## src/rtl/muldiv_unit.sv

```systemverilog
// muldiv_unit: EX-stage HI/LO multiply/divide unit.
//   Owns the architectural HI/LO registers. Multiplies complete after MUL_LAT
//   cycles; divides use a 32-iteration restoring divider plus one sign-fix
//   cycle (33 busy cycles). MTHI/MTLO write HI/LO on the accept edge.
// Ports:
//   clk     in   clock, all state changes on posedge
//   rst     in   synchronous active-high reset
//   start   in   request, sampled only while idle
//   op      in   [2:0] 000 MULT, 001 MULTU, 010 DIV, 011 DIVU,
//                100 MTHI, 101 MTLO, 110/111 no-op
//   a       in   [31:0] rs operand
//   b       in   [31:0] rt operand
//   cancel  in   abort an in-flight op / suppress a start
//   busy    out  registered, high while a MUL/DIV op is in flight
//   hi      out  [31:0] HI register
//   lo      out  [31:0] LO register
module muldiv_unit #(
    parameter int unsigned MUL_LAT = 3
) (
    input  logic        clk,
    input  logic        rst,
    input  logic        start,
    input  logic [2:0]  op,
    input  logic [31:0] a,
    input  logic [31:0] b,
    input  logic        cancel,
    output logic        busy,
    output logic [31:0] hi,
    output logic [31:0] lo
);

    typedef enum logic [1:0] {
        S_IDLE = 2'd0,
        S_MUL  = 2'd1,
        S_DIV  = 2'd2,
        S_FIX  = 2'd3
    } state_e;

    typedef enum logic [2:0] {
        OP_MULT  = 3'b000,
        OP_MULTU = 3'b001,
        OP_DIV   = 3'b010,
        OP_DIVU  = 3'b011,
        OP_MTHI  = 3'b100,
        OP_MTLO  = 3'b101
    } op_e;

    localparam logic [4:0] MUL_CNT_INIT = 5'(MUL_LAT - 1);

    state_e      state_q;
    logic        busy_q;
    logic [31:0] hi_q;
    logic [31:0] lo_q;
    logic [4:0]  cnt_q;

    logic [31:0] a_q;          // raw a (MUL operand, or HI value on divide by zero)
    logic [31:0] b_q;          // MUL operand, or divisor magnitude
    logic        sgn_q;        // signed multiply
    logic [31:0] quot_q;       // dividend magnitude shifting out, quotient shifting in
    logic [31:0] rem_q;        // partial remainder
    logic        qneg_q;       // negate quotient at fix-up
    logic        rneg_q;       // negate remainder at fix-up (dividend sign)
    logic        dzero_q;      // divisor was zero

    // Operand magnitudes for the signed divide path
    logic        div_signed;
    logic [31:0] a_mag;
    logic [31:0] b_mag;

    always_comb begin
        div_signed = (op == OP_DIV);
        a_mag      = (div_signed && a[31]) ? (32'd0 - a) : a;
        b_mag      = (div_signed && b[31]) ? (32'd0 - b) : b;
    end

    // Multiplier: sign/zero extend to 64 bits; the low 64 bits of the
    // modular product are the exact signed or unsigned result.
    logic [63:0] mul_x;
    logic [63:0] mul_y;
    logic [63:0] prod_d;

    always_comb begin
        mul_x  = {{32{sgn_q & a_q[31]}}, a_q};
        mul_y  = {{32{sgn_q & b_q[31]}}, b_q};
        prod_d = mul_x * mul_y;
    end

    // One restoring-divide step. The shifted remainder is below twice the
    // divisor, so bit 32 of the trial difference is a reliable borrow flag.
    logic [32:0] trial_d;
    logic [31:0] rem_d;
    logic [31:0] quot_d;

    always_comb begin
        trial_d = {rem_q, quot_q[31]} - {1'b0, b_q};
        if (!trial_d[32]) begin
            rem_d  = trial_d[31:0];
            quot_d = {quot_q[30:0], 1'b1};
        end else begin
            rem_d  = {rem_q[30:0], quot_q[31]};
            quot_d = {quot_q[30:0], 1'b0};
        end
    end

    always_ff @(posedge clk) begin
        if (rst) begin
            state_q <= S_IDLE;
            busy_q  <= 1'b0;
            hi_q    <= '0;
            lo_q    <= '0;
            cnt_q   <= '0;
        end else if (cancel) begin
            state_q <= S_IDLE;
            busy_q  <= 1'b0;
            cnt_q   <= '0;
        end else begin
            case (state_q)
                S_IDLE: begin
                    if (start) begin
                        case (op)
                            OP_MULT, OP_MULTU: begin
                                a_q     <= a;
                                b_q     <= b;
                                sgn_q   <= (op == OP_MULT);
                                cnt_q   <= MUL_CNT_INIT;
                                busy_q  <= 1'b1;
                                state_q <= S_MUL;
                            end
                            OP_DIV, OP_DIVU: begin
                                a_q     <= a;
                                b_q     <= b_mag;
                                quot_q  <= a_mag;
                                rem_q   <= '0;
                                qneg_q  <= div_signed & (a[31] ^ b[31]);
                                rneg_q  <= div_signed & a[31];
                                dzero_q <= (b == 32'd0);
                                cnt_q   <= '0;
                                busy_q  <= 1'b1;
                                state_q <= S_DIV;
                            end
                            OP_MTHI: hi_q <= a;
                            OP_MTLO: lo_q <= a;
                            default: ;
                        endcase
                    end
                end
                S_MUL: begin
                    if (cnt_q != 5'd0) begin
                        cnt_q <= cnt_q - 5'd1;
                    end else begin
                        hi_q    <= prod_d[63:32];
                        lo_q    <= prod_d[31:0];
                        busy_q  <= 1'b0;
                        state_q <= S_IDLE;
                    end
                end
                S_DIV: begin
                    rem_q  <= rem_d;
                    quot_q <= quot_d;
                    if (cnt_q == 5'd31) begin
                        cnt_q   <= '0;
                        state_q <= S_FIX;
                    end else begin
                        cnt_q <= cnt_q + 5'd1;
                    end
                end
                S_FIX: begin
                    if (dzero_q) begin
                        hi_q <= a_q;
                        lo_q <= '1;
                    end else begin
                        hi_q <= rneg_q ? (32'd0 - rem_q)  : rem_q;
                        lo_q <= qneg_q ? (32'd0 - quot_q) : quot_q;
                    end
                    busy_q  <= 1'b0;
                    state_q <= S_IDLE;
                end
                default: begin
                    busy_q  <= 1'b0;
                    state_q <= S_IDLE;
                end
            endcase
        end
    end

    assign busy = busy_q;
    assign hi   = hi_q;
    assign lo   = lo_q;

endmodule

```

## config.mk

```make
export PLATFORM = sky130hd
export DESIGN_NAME = muldiv_unit
export DESIGN_NICKNAME = d
export VERILOG_FILES = /design/src/rtl/muldiv_unit.sv
export SDC_FILE = /design/constraint.sdc
export NUM_CORES = 2
export LEC_CHECK = 0
export CORE_MARGIN = 2
export CORE_UTILIZATION = 30
export DETAILED_ROUTE_END_ITERATION = 16
export PLACE_DENSITY = 0.43
export SYNTH_ARGS = -nofsm -noshare
export SYNTH_HDL_FRONTEND = slang
export SYNTH_SLANG_ARGS = --single-unit
```

## constraint.sdc

```tcl
create_clock -name clk -period 8 [get_ports clk]
set_input_delay 1.2 -clock clk [delete_from_list [all_inputs] [get_ports clk]]
set_output_delay 1.2 -clock clk [all_outputs]
set_load 0.05 [all_outputs]
```

# Word-level counts from Yosys, hierarchy flattened

Cells that the tools add are included.

Bits in registers: 204
Word-level logic and storage cells: 107
Bits of input ports: 71

Bitwise gates (word level): 7
Add/subtract/negate cells: 7
$mul: 1
Reduce and logical (&&, ||, !) cells: 24
Equal/unequal tests: 18
Multiplexer cells: 37

Operators by type and width:

| operator              | number |
|---|---|
| $mux 32               | 17 |
| $pmux 32 s2           | 3 |
| $pmux 32 s3           | 2 |
| $sub 1x32->32 const A | 4 |
| $mul 33x33->64        | 1 |
| $reduce_and 5->1      | 7 |
| $sub 33x32->33        | 1 |
| $logic_not 32->1      | 1 |
| $mux 5                | 3 |
| $pmux 5 s3            | 1 |
| $reduce_and 4->1      | 3 |
| $ne 2x2->1 const B    | 5 |
| $pmux 5 s2            | 1 |
| $pmux 2 s4            | 1 |
| $eq 3x2->1 const B    | 2 |
| $eq 3x3->1 const B    | 2 |
| $mux 2                | 3 |
| $ne 2x1->1 const B    | 3 |
| $reduce_bool 3->1     | 2 |
| $reduce_or 2->1       | 3 |
| $add 5x1->5 const B   | 1 |
| $eq 5x5->1 const B    | 1 |
| $reduce_bool 5->1     | 1 |
| $sub 5x1->5 const B   | 1 |
| 15 further kinds      | 25 |

# Depth between registers and ports, before layout

Depth after elaboration: 6
Gate-level depth with buffers: 32
Depth with buffers taken out: 30

# Least setup slack after synthesis

Ideal clock, no wire load.

Kind: register -> register
From: reg a_q[31]
To: reg hi_q[30], in the netlist hi[30]
Path slack: -0.059 ns
Data required time: 7.938 ns
Arrival time: 7.997 ns
Stages on the path, launching flop included: 30
Setup time: 0.062 ns
Cells stage by stage: edfxtp_1 -> and2_1 -> clkbuf_1 -> nand2_1 -> inv_1 -> fa_1 -> inv_1 -> fa_1 -> inv_1 -> fa_1 -> fa_1 -> inv_1 -> fa_1 -> inv_1 -> fa_1 -> inv_1 -> fa_1 -> fa_1 -> inv_1 -> ha_1 -> clkbuf_1 -> nand2_1 -> nor2_1 -> nand3_1 -> a2111oi_2 -> o21ai_1 -> a21oi_1 -> a311oi_1 -> or4_1 -> nand3_1

Longest elaborated chain between the ends: 4

Ends and longest elaborated chain:

| element                | RTL line | text |
|---|---|---|
| from (decl)            | 56       | `logic [31:0] a_q;` |
| from (signal assigned) | 122      | `a_q <= a;` |
| from (signal assigned) | 130      | `a_q <= a;` |
| $and 1x1->1            | 83       | `mul_x = {{32{sgn_q & a_q[31]}}, a_q};` |
| $mul 33x33->64 *       | 85       | `prod_d = mul_x * mul_y;` |
| $mux 32 *              | 148      | `if (cnt_q != 5'd0) begin` |
| $pmux 32 s3 *          | 117      | `case (state_q)` |
| to (signal assigned)   | 151      | `hi_q <= prod_d[63:32];` |
| to (signal assigned)   | 169      | `hi_q <= a_q;` |
| to (signal assigned)   | 172      | `hi_q <= rneg_q ? (32'd0 - rem_q) : rem_q;` |
| to (decl)              | 52       | `logic [31:0] hi_q;` |

Every way passes the cells marked *; elsewhere a longest branch is shown, timed or not. The select of a mux whose other input is x is not followed.
A chain may end at the register's enable or synchronous reset.

# Worst setup path in the final report

From: reg a_q[12]
To: reg hi_q[30], in the netlist hi[30]

Longest elaborated chain between the ends: 3

Ends and longest elaborated chain:

| element        | RTL line |
|---|---|
| $mul 33x33->64 | 85 |
| $mux 32        | 148 |
| $pmux 32 s3    | 117 |

No other way between the ends. The select of a mux whose other input is x is not followed.

==> impl_metrics.json <==
{
  "status": "finished with violations",
  "failed_checks": "negative setup slack",
  "drv_slew": 0,
  "num_rows": 151,
  "hold-worst-slack_ps": 494,
  "multi_input_area_um2": 40600,
  "yosysSeqAreaShare_pct": 10.6,
  "grt_max_degree": 72,
  "drc_errors": 0,
  "h-tree-depth": 1,
  "synthCells": 5681,
  "regArea_um2": 5410,
  "fin_util_pct": 35.5,
  "start_util_pct": 30.1,
  "ios": 136,
  "synth_edf_count": 132,
  "num-nets-final": 7435,
  "cp_data_arrival_time_ps": 8540,
  "final_cell_area_um2": 59900,
  "synth.avg_cell_area_um2": 8.96,
  "cts_root_buf": "clkbuf_16",
  "syn_nets": 7135,
  "overflow": 0,
  "cts_buffer_depth": 3,
  "hold_path_class": "reg -> reg",
  "vias": 39900,
  "crit_required_ps": 8510,
  "pre_cts_slack_ps": -273,
  "ant_nets": 0,
  "area_growth_pct": 17.7,
  "grt_pass1_vias": 42800,
  "fin_crit_sh_pct": 100,
  "layout-drive-gt1-share_pct": 11.0,
  "globalplace.congestion": 0.892,
  "dp_hpwl_um": 152000,
  "slew-limit-headroom_pct": 23.6,
  "wl_met2_um": 89000,
  "detail_route.wl_per_cell_um": 22.2,
  "routed-wl-met3_um": 6930,
  "grt_pass1_wl_um": 278000,
  "cp_common_cell": "fa_1",
  "syn_area_um2": 50900,
  "drv_cap": 0,
  "drt_iter0_drc": 2482,
  "coreArea_um2": 169000,
  "timing.final.ws_setup_ps": -32.1,
  "design.die.area_um2": 173000,
  "tightest_slew_ps": 1150,
  "finalHoldViolCount": 0,
  "die_w_um": 416,
  "die_height_um": 416,
  "drt-pass1-iter-count": 6,
  "finalSetupViolations": 3,
  "period_needed_ps": 8030,
  "clock_sinks": 204,
  "port_buffers": 135,
  "ys_async_sr_fraction_pct": 0,
  "fmaxAchievable_mhz": 125,
  "grt_usage_pct": 21.4,
  "met1_length_um": 81800,
  "rsz0062_at_grt": "true",
  "antenna_found_initial": 15,
  "cpPeakStageDelay_ps": 530,
  "worstSetupPathType": "reg -> reg",
  "synth_ff_type": "edfxtp_1",
  "numCtsBuffers": 27,
  "routed.top_layer": "met5",
  "cp-start-kind": "register",
  "slowest_stage": "fa_1",
  "yosys_warnings": 0,
  "cp-end-kind": "register",
  "finClkSkew_ps": 12.4,
  "cts_hold_buf": 0,
  "totalWireLength_um": 183000,
  "clk_latency_ps": 570,
  "crit_fanout": 7,
  "placed_area_um2": 58000,
  "fill_cells": 17700,
  "clkTransAtPathRegs_ps": 60,
  "post_drt_via_cell_ratio": 4.85,
  "cts_tree": "yes",
  "synth_cell_types": 79,
  "synth-seq-cells": 204
}
state kept, by name, summed over array words and instances (netlist names):
name and cells:
hi 32, rem_q 32, qneg_q 1, lo 32, b_q 32, busy 1, rneg_q 1, cnt_q 5
quot_q 32, state_q 2, a_q 32, dzero_q 1, sgn_q 1
Yosys cell counts, types with 6 or more instances:
cell / number / area share, %
a22oi_1: 15 / 0.22
or2_2: 13 / 0.16
nor3_1: 53 / 0.52
inv_1: 1190 / 8.8
nor4_1: 12 / 0.15
xor2_1: 83 / 1.4
dfxtp_1: 72 / 2.8
nor2_1: 192 / 1.4
a211oi_1: 18 / 0.27
xnor2_1: 132 / 2.3
a21o_1: 62 / 0.91
nor2b_1: 18 / 0.22
a31o_2: 6 / 0.10
fa_1: 1126 / 44
and3_1: 31 / 0.38
a21oi_1: 157 / 1.5
nand3_1: 51 / 0.50
and2_1: 352 / 4.3
or3_1: 10 / 0.12
o21bai_1: 14 / 0.21
ha_1: 257 / 6.3
o31ai_1: 26 / 0.38
nand4_1: 17 / 0.21
a311oi_1: 27 / 0.46
clkbuf_1: 304 / 2.2
a221o_1: 18 / 0.35
o2111ai_1: 6 / 0.10
o21a_1: 14 / 0.21
a21boi_0: 6 / 0.088
o21ai_0: 191 / 1.9
edfxtp_1: 132 / 7.8
buf_1: 11 / 0.081
a221oi_1: 22 / 0.38
nand2b_1: 25 / 0.31
nand2_1: 903 / 6.7
o41ai_1: 14 / 0.24
or4_1: 13 / 0.19
a31oi_1: 12 / 0.15
kinds of logic (layout without fill, tap and decap cells):
logic type	count (synthesis)	in the layout	share of synthesized area, %
AO/OA/AOI/OAI	653	653	8.30
XOR/XNOR	215	215	3.70
adder cells (fa/ha/maj)	1383	1383	50.6
buffers and inverters	1512	1832	11.2
flip-flops	204	204	10.6
multiplexers	6	6	0.123
other	0	7	0
AND/OR/NAND/NOR	1708	1708	15.5
layout by cell type (no fill, tap or decap), drive strengths merged, types with 72 or more instances in the layout:
master,netlist,final
xnor2,132,132
nand2,903,903
buf,16,456
clkdlybuf4s50,0,134
o21ai,195,195
fa,1126,1126
nor2,192,192
a21oi,159,159
and2,352,352
ha,257,257
xor2,83,83
inv,1190,1189
dfxtp,72,72
edfxtp,132,132
per-stage QoR:
stage | std cells | setup TNS [ps]
global placement | 8142 | -2660
finish | 8226 | -44.1
global route | 8223 | -2630
floorplan | 5681 | 0
detailed placement | 8142 | -2980
CTS | 8201 | 0
routing by layer:
layer / GRT usage, % / vias up
met4: 4.84 / 6
met5: 0 / -
met2: 36.3 / 876
li1: - / 17900
met3: 1.36 / 180
met1: 29.8 / 21000
critical path: cells and delay by family, from the launching register on:
| kind | cells | cell delay (ps) |
|---|---|---|
| flip-flops | 1 | 450 |
| AND/OR/NAND/NOR | 6 | 1120 |
| adder cells (fa/ha/maj) | 9 | 4110 |
| AO/OA/AOI/OAI | 6 | 1390 |
| buffers and inverters | 9 | 900 |
final cells by class:
cell class,count,area share (%)
flip-flops and latches,204,9.02
multi-input cells,3965,67.7
repair buffers,593,9.68
clock inverters,8,0.0647
well taps,2218,4.63
clock buffers,41,1.39
inverters,1190,7.46
diodes,7,0.0292
path summary, 6_finish.rpt:
kind / startpoint / end / slack, ps / cells after the start
max reg2reg: a_q[12]$_DFFE_PP_ / hi[30]$_SDFFE_PP0P_ / -30 / 30
min: hi[19]$_SDFFE_PP0P_ / hi[19]$_SDFFE_PP0P_ / 490 / 2
min reg2reg: hi[19]$_SDFFE_PP0P_ / hi[19]$_SDFFE_PP0P_ / 490 / 2
max: a_q[12]$_DFFE_PP_ / hi[30]$_SDFFE_PP0P_ / -30 / 30
timing repair:
action	in CTS	in global routing
gates cloned	0	3
setup endpoints to repair	17	28
pin swaps	21	43
resized for setup	49	109
setup buffers	10	16
Power is left out: the tool's default activity adds up to more than one toggle a clock period on the data nets, which glitch-free logic cannot reach.
